--- src/rtl/datalogger_pkg.sv ---
// Shared constants and state types for the sample-to-EEPROM-page datalogger path.
package datalogger_pkg;
  localparam int PAGE_BITS = 512;
  localparam int SLOT_W = 16;
  localparam int SLOTS_PER_PAGE = PAGE_BITS / SLOT_W;
  localparam int IDX_W = $clog2(SLOTS_PER_PAGE);
  localparam logic [SLOT_W-1:0] PAD_WORD = 16'hFFFF;

  typedef enum logic {FILLING = 1'b0, PENDING = 1'b1} fill_state_t;
  typedef enum logic {EMPTY = 1'b0, FULL = 1'b1} hold_state_t;
endpackage

--- src/rtl/sat_counter.sv ---
// Up-counter with enable; either saturates at all-ones or wraps.
module sat_counter #(
  parameter int W = 16,
  parameter bit SATURATE = 1'b1
) (
  input  logic         clk,
  input  logic         rst_n,
  input  logic         en,
  output logic [W-1:0] count
);
  always_ff @(posedge clk or negedge rst_n) begin
    if (!rst_n) begin
      count <= '0;
    end else if (en && !(SATURATE && (&count))) begin
      count <= count + 1'b1;
    end
  end
endmodule

--- src/rtl/sample_page_packer.sv ---
// Packs ADC samples into EEPROM page images; a fill buffer feeds a hold buffer
// that is offered to the EEPROM writer.
module sample_page_packer
  import datalogger_pkg::*;
#(
  parameter int SAMPLE_W = 12,
  parameter int SLOT_W = datalogger_pkg::SLOT_W,
  parameter int PAGE_BITS = datalogger_pkg::PAGE_BITS,
  parameter logic [SLOT_W-1:0] PAD_WORD = datalogger_pkg::PAD_WORD
) (
  input  logic                                   CLK_50MHz,
  input  logic                                   RESET,
  input  logic [SAMPLE_W-1:0]                    sample_word,
  input  logic                                   sample_valid,
  input  logic                                   flush,
  output logic [PAGE_BITS-1:0]                   page_data,
  output logic                                   page_valid,
  input  logic                                   page_ready,
  output logic [$clog2(PAGE_BITS/SLOT_W)-1:0]    cache_index,
  output logic                                   overflow,
  output logic [15:0]                            drop_count,
  output logic [15:0]                            page_count,
  output fill_state_t                            fill_state,
  output hold_state_t                            hold_state
);
  localparam int SLOTS = PAGE_BITS / SLOT_W;
  localparam int IDX_W = $clog2(SLOTS);
  localparam logic [IDX_W-1:0] LAST_IDX = IDX_W'(SLOTS - 1);

  // Handshake: a page moves to the writer on any rising edge where
  // page_valid && page_ready; page_data is held stable while page_valid is high.
  logic [PAGE_BITS-1:0] fill_buf, buf_wr, buf_next;
  logic [IDX_W-1:0]     idx_wr;
  logic hold_free, accept, transfer, drop, page_done, do_flush;

  always_comb begin
    hold_free = (hold_state == EMPTY) || page_ready;
    accept    = (hold_state == FULL) && page_ready;
    transfer  = (fill_state == PENDING) && hold_free;
    drop      = (fill_state == PENDING) && !hold_free && sample_valid;
    // A transfer empties the fill buffer, so a sample in that cycle lands in slot 0.
    buf_wr    = transfer ? '0 : fill_buf;
    idx_wr    = transfer ? '0 : cache_index;
    page_done = 1'b0;
    if (sample_valid && ((fill_state == FILLING) || transfer)) begin
      buf_wr[int'(idx_wr)*SLOT_W +: SLOT_W] = SLOT_W'(sample_word);
      page_done = (idx_wr == LAST_IDX);
      idx_wr    = page_done ? '0 : idx_wr + 1'b1;
    end
    do_flush = flush && (fill_state == FILLING) && !page_done && (idx_wr != '0);
    buf_next = buf_wr;
    if (do_flush) begin
      for (int k = 0; k < SLOTS; k++) begin
        if (k >= int'(idx_wr)) buf_next[k*SLOT_W +: SLOT_W] = PAD_WORD;
      end
    end
  end

  always_ff @(posedge CLK_50MHz or negedge RESET) begin
    if (!RESET) begin
      fill_buf    <= '0;
      cache_index <= '0;
      fill_state  <= FILLING;
      hold_state  <= EMPTY;
      page_data   <= '0;
      overflow    <= 1'b0;
    end else begin
      fill_buf    <= buf_next;
      cache_index <= do_flush ? '0 : idx_wr;
      if (page_done || do_flush) fill_state <= PENDING;
      else if (transfer)         fill_state <= FILLING;
      if (transfer) begin
        page_data  <= fill_buf;
        hold_state <= FULL;
      end else if (accept) begin
        hold_state <= EMPTY;
      end
      if (drop) overflow <= 1'b1;
    end
  end

  assign page_valid = (hold_state == FULL);

  sat_counter #(.W(16), .SATURATE(1'b1)) u_drop_count (
    .clk(CLK_50MHz), .rst_n(RESET), .en(drop), .count(drop_count)
  );

  sat_counter #(.W(16), .SATURATE(1'b0)) u_page_count (
    .clk(CLK_50MHz), .rst_n(RESET), .en(accept), .count(page_count)
  );
endmodule
--- config.mk ---
export PLATFORM = sky130hd
export DESIGN_NAME = sample_page_packer
export DESIGN_NICKNAME = d
export VERILOG_FILES = /design/src/rtl/datalogger_pkg.sv /design/src/rtl/sat_counter.sv /design/src/rtl/sample_page_packer.sv
export SDC_FILE = /design/constraint.sdc
export NUM_CORES = 2
export LEC_CHECK = 0
export ABC_AREA = 1
export CAP_MARGIN = 40
export CORE_ASPECT_RATIO = 2
export CORE_MARGIN = 1.5
export CORE_UTILIZATION = 40
export DETAILED_ROUTE_END_ITERATION = 6
export PLACE_DENSITY_LB_ADDON = 0.08
export SLEW_MARGIN = 20
export SYNTH_ARGS = -nofsm -noshare
export SYNTH_HDL_FRONTEND = slang
export SYNTH_SLANG_ARGS = --single-unit
export TNS_END_PERCENT = 5
--- constraint.sdc ---
create_clock -name CLK_50MHz -period 3.5 [get_ports CLK_50MHz]
set_input_delay 0.7 -clock CLK_50MHz [delete_from_list [all_inputs] [get_ports CLK_50MHz]]
set_output_delay 0.7 -clock CLK_50MHz [all_outputs]
set_load 0.02 [all_outputs]
==> impl_metrics.ini <==
[run_status]
run_status = completed

[power_and_ir_drop]
pwr-share-clk_pct = 17.0
p_int_mw = 38.1
power.sequential.fraction_pct = 32.2
power.density_nw_per_um2 = 1100
standby_leakage_power_nw = 31.3
comb_power_share_pct = 50.7
power_switching_share_pct = 43.9
worst_ir_drop_vdd_mv = 0.634
net-switching-power_mw = 29.8

[detailed_routing]
dr_total_vias = 42300
first_pass_iters = 6
detail-route-antenna-nets = 0
vias_per_cell = 5.11
drcViolationCount = 0
detailedRoute.firstIterationViolations = 3264
drt-total-wl_mm = 177
wire_per_inst_um = 21.3

[setup_path]
worst-endpoint-required_ns = 4.10
critical_path.startpoint_type = input pin
critical_path.endpoint = fill_buf[372]
crit_fanout = 13
worst_ep_arrival_time_ns = 3.74
worstSetupEndpointType = flip-flop
critPathLaunch = page_ready
criticalPathCategory = input pin to flip-flop
worst_r2r_path_depth = 16
r2r_slack_ns = 0.36
critical_path.reg2reg.endpoint = fill_buf[294]
worst_r2r_startpoint = hold_state

[sta]
relSlewSlack_pct = 36.2
finalHoldViolations = 0
fmaxAchievable_ghz = 0.318
finalSetupViolations = 0
final_critical_path_share_of_the_clock_period_pct = 89.8
finClkSkew_ns = 0.0184
rsz0062_at_grt = no
clock_period_minus_worst_slack_ns = 3.14
worst_slew_pin_slew_ns = 0.958
maxSlewViolCount = 0
worst_hold_slack_ns = 0.470

[grt]
number_of_antenna_violations_at_the_first_check_in_global_routing = 2
grt_most_used_layer = met2
grt_pass1_vias = 41700
grt_max_degree = 256
groute.layer.met2.usage_pct = 48.4
global_route_congestion_overflow_total = 0
grt_first_pass_wirelength_mm = 266
grt.met3_usage_pct = 6.12
globalRouteTotalUtil_pct = 29.5
grt.met1_usage_pct = 35.5

[final_layout]
layout_common_cells = 2447 x sky130_fd_sc_hd__nand2_1, 1064 x sky130_fd_sc_hd__dfrtp_1, 775 x sky130_fd_sc_hd__nand3_1
final.fill_count = 11100
layout.cell_area.non_filler_um2 = 61800
drive_above_1_share_pct = 10.7
syn2layout_area_growth_pct = 31.1
layout_commonest_cell = sky130_fd_sc_hd__nand2_1
final_nets = 6694

[place]
gp_congestion = 0.933
place_hpwl_mm = 128
i_o_buffers = 569
post_dp_cell_area_um2 = 58400

[synth]
post_synth_design_cell_area_um2 = 47200
synth.distinct_cells = 39
syn-num-nets = 5923
yosysWarningCount = 0
synth.largest_area_cell = sky130_fd_sc_hd__dfrtp_1
synth_area_per_cell_um2 = 8.00
ys_ff_latch = 1064
synth_seq_area_share_pct = 56.4
netlist_instances = 5900
yosys.area.top_type_share_pct = 56.4
synth.area.top_cells = sky130_fd_sc_hd__dfrtp_1 56%, sky130_fd_sc_hd__nand2_1 19%, sky130_fd_sc_hd__nand3_1 8.2%

[cts]
ctsRootBufferMaster = sky130_fd_sc_hd__clkbuf_16
clk_pin_slew_ns = 0.07
ctsHtreeMaxLevel = 3
tritoncts.num_buffers = 99
tritoncts = yes
post-cts-setup-buffers = 0
tritoncts_sinks = 1064
clk_path_buf_depth = 3
insertion_delay_ns = 0.72
post_cts_resize_count = 0

[die]
floorplan.initialDensity_pct = 40.2
die_width_um = 246
fp.coreArea_um2 = 117000
top_level_ports = 570
die_extent_in_y_um = 489
design.die.area_um2 = 120000
placementRows = 178

[min_path]
class_of_the_tightest_hold_or_removal_check = flip-flop to flip-flop

[flow_run]
number_of_violations_of_the_max_capacitance_limit = 0
==> cell type report <==
| type | count | area [um^2] | share of cell area (%) |
|---|---|---|---|
| clock inverter | 50 | 554 | 0.896 |
| timing repair buffer | 1057 | 10800 | 17.5 |
| inverter | 355 | 1350 | 2.18 |
| sequential | 1064 | 26600 | 43.0 |
| tap | 1530 | 1910 | 3.10 |
| multi-input combinational | 4094 | 17700 | 28.7 |
| clock buffer | 135 | 2890 | 4.67 |
| antenna | 1 | 2.50 | 0.00405 |
==> through the flow <==
stage                     total power [mW]  TNS [ns]  cells  setup slack, ns  utilization [%]
after global routing                  72.6         0   8286            0.160             52.7
after floorplan                       39.7         0   5900           0.0137                -
after global placement                55.7   -111.37   8089           -0.449             49.6
after detailed placement              56.4   -106.23   8097           -0.451             49.7
final                                 67.9         0   8286            0.356             52.7
after CTS                             68.4         0   8283            0.269             52.7
==> power groups by stage <==
stage                     clock network (mW)  logic [mW]  registers, mW
after global routing                    12.2        37.8           22.5
after detailed placement                   0        34.4           22.0
final                                   11.6        34.4           21.9
after CTS                               11.8        34.6           21.9
after global placement                     0        33.8           21.9
after floorplan                            0        15.2           24.5
==> flip-flops by register name, summed over array words and instances (netlist names) <==
signal              count
fill_buf              512
u_drop_count.count     16
overflow                1
page_data             512
u_page_count.count     16
fill_state              1
cache_index             5
hold_state              1
==> synthesized netlist by cell type, drive strengths merged <==
cell type and instances:
dfrtp 1064, buf 106, o211ai 34, o21bai 3
xor2 14, nand4 70, o22ai 7, nand3 784
a21oi 3, inv 353, o21ai 342, or3 1
nor2 281, nand3b 4, nor4 2, xnor2 15
clkbuf 281, nor4b 1, nand2 2455, ha 6
o31ai 12, or2 1, nor3 38, clkinv 2
a31oi 21
==> cell families after synthesis <==
kind of cell             synth area share, %
buffers and inverters                   6.15
flip-flops                              56.4
XOR/XNOR                               0.554
adder cells (fa/ha/maj)                0.159
AND/OR/NAND/NOR                         31.8
AO/OA/AOI/OAI                           4.87
==> layer usage <==
metal  vias up  share of wire [%]
met2      1378                 48
met5         -             0.0085
met4         2                6.7
met3       314                6.8
li1      20300                  -
met1     20400                 39
==> worst max-delay path, cell delays in order <==
cell	delay [ns]
sky130_fd_sc_hd__clkdlybuf4s50_1	0.51
sky130_fd_sc_hd__inv_2	0.08
sky130_fd_sc_hd__nand2_1	0.17
sky130_fd_sc_hd__nand2_8	0.06
sky130_fd_sc_hd__nand2_1	0.11
sky130_fd_sc_hd__inv_2	0.05
sky130_fd_sc_hd__ha_1	0.21
sky130_fd_sc_hd__nand2_1	0.07
sky130_fd_sc_hd__nor2_1	0.05
sky130_fd_sc_hd__ha_1	0.19
sky130_fd_sc_hd__nand3_1	0.15
sky130_fd_sc_hd__nand3_1	0.19
sky130_fd_sc_hd__buf_4	0.21
sky130_fd_sc_hd__nor2_1	0.30
sky130_fd_sc_hd__inv_2	0.12
sky130_fd_sc_hd__nand3_1	0.21
sky130_fd_sc_hd__buf_12	0.17
sky130_fd_sc_hd__o21ai_0	0.09
sky130_fd_sc_hd__inv_1	0.06
sky130_fd_sc_hd__nand2_1	0.05
==> repair_timing <==
item                                    4_1_cts  5_1_grt
hold buffers                                  1        0
hold endpoints to repair                      1        0
endpoints found under the setup margin        0        0
==> how the worst min path moves through the flow <==
| stage | cells after the start | endpoint | start | slack (ns) |
|---|---|---|---|---|
| 2_1_floorplan | 0 | cache_index[0] | RESET | 0.40 |
| 3_3_place_gp | 2 | page_data[300] | fill_buf[300] | 0.45 |
| 3_5_place_dp | 2 | page_data[8] | fill_buf[8] | 0.46 |
| 4_1_cts | 2 | page_data[352] | fill_buf[352] | 0.47 |
| 5_1_grt | 2 | page_data[8] | fill_buf[8] | 0.49 |
| 6_report | 2 | page_data[274] | fill_buf[274] | 0.47 |
Note: power is estimated with default switching activity, not from simulation.
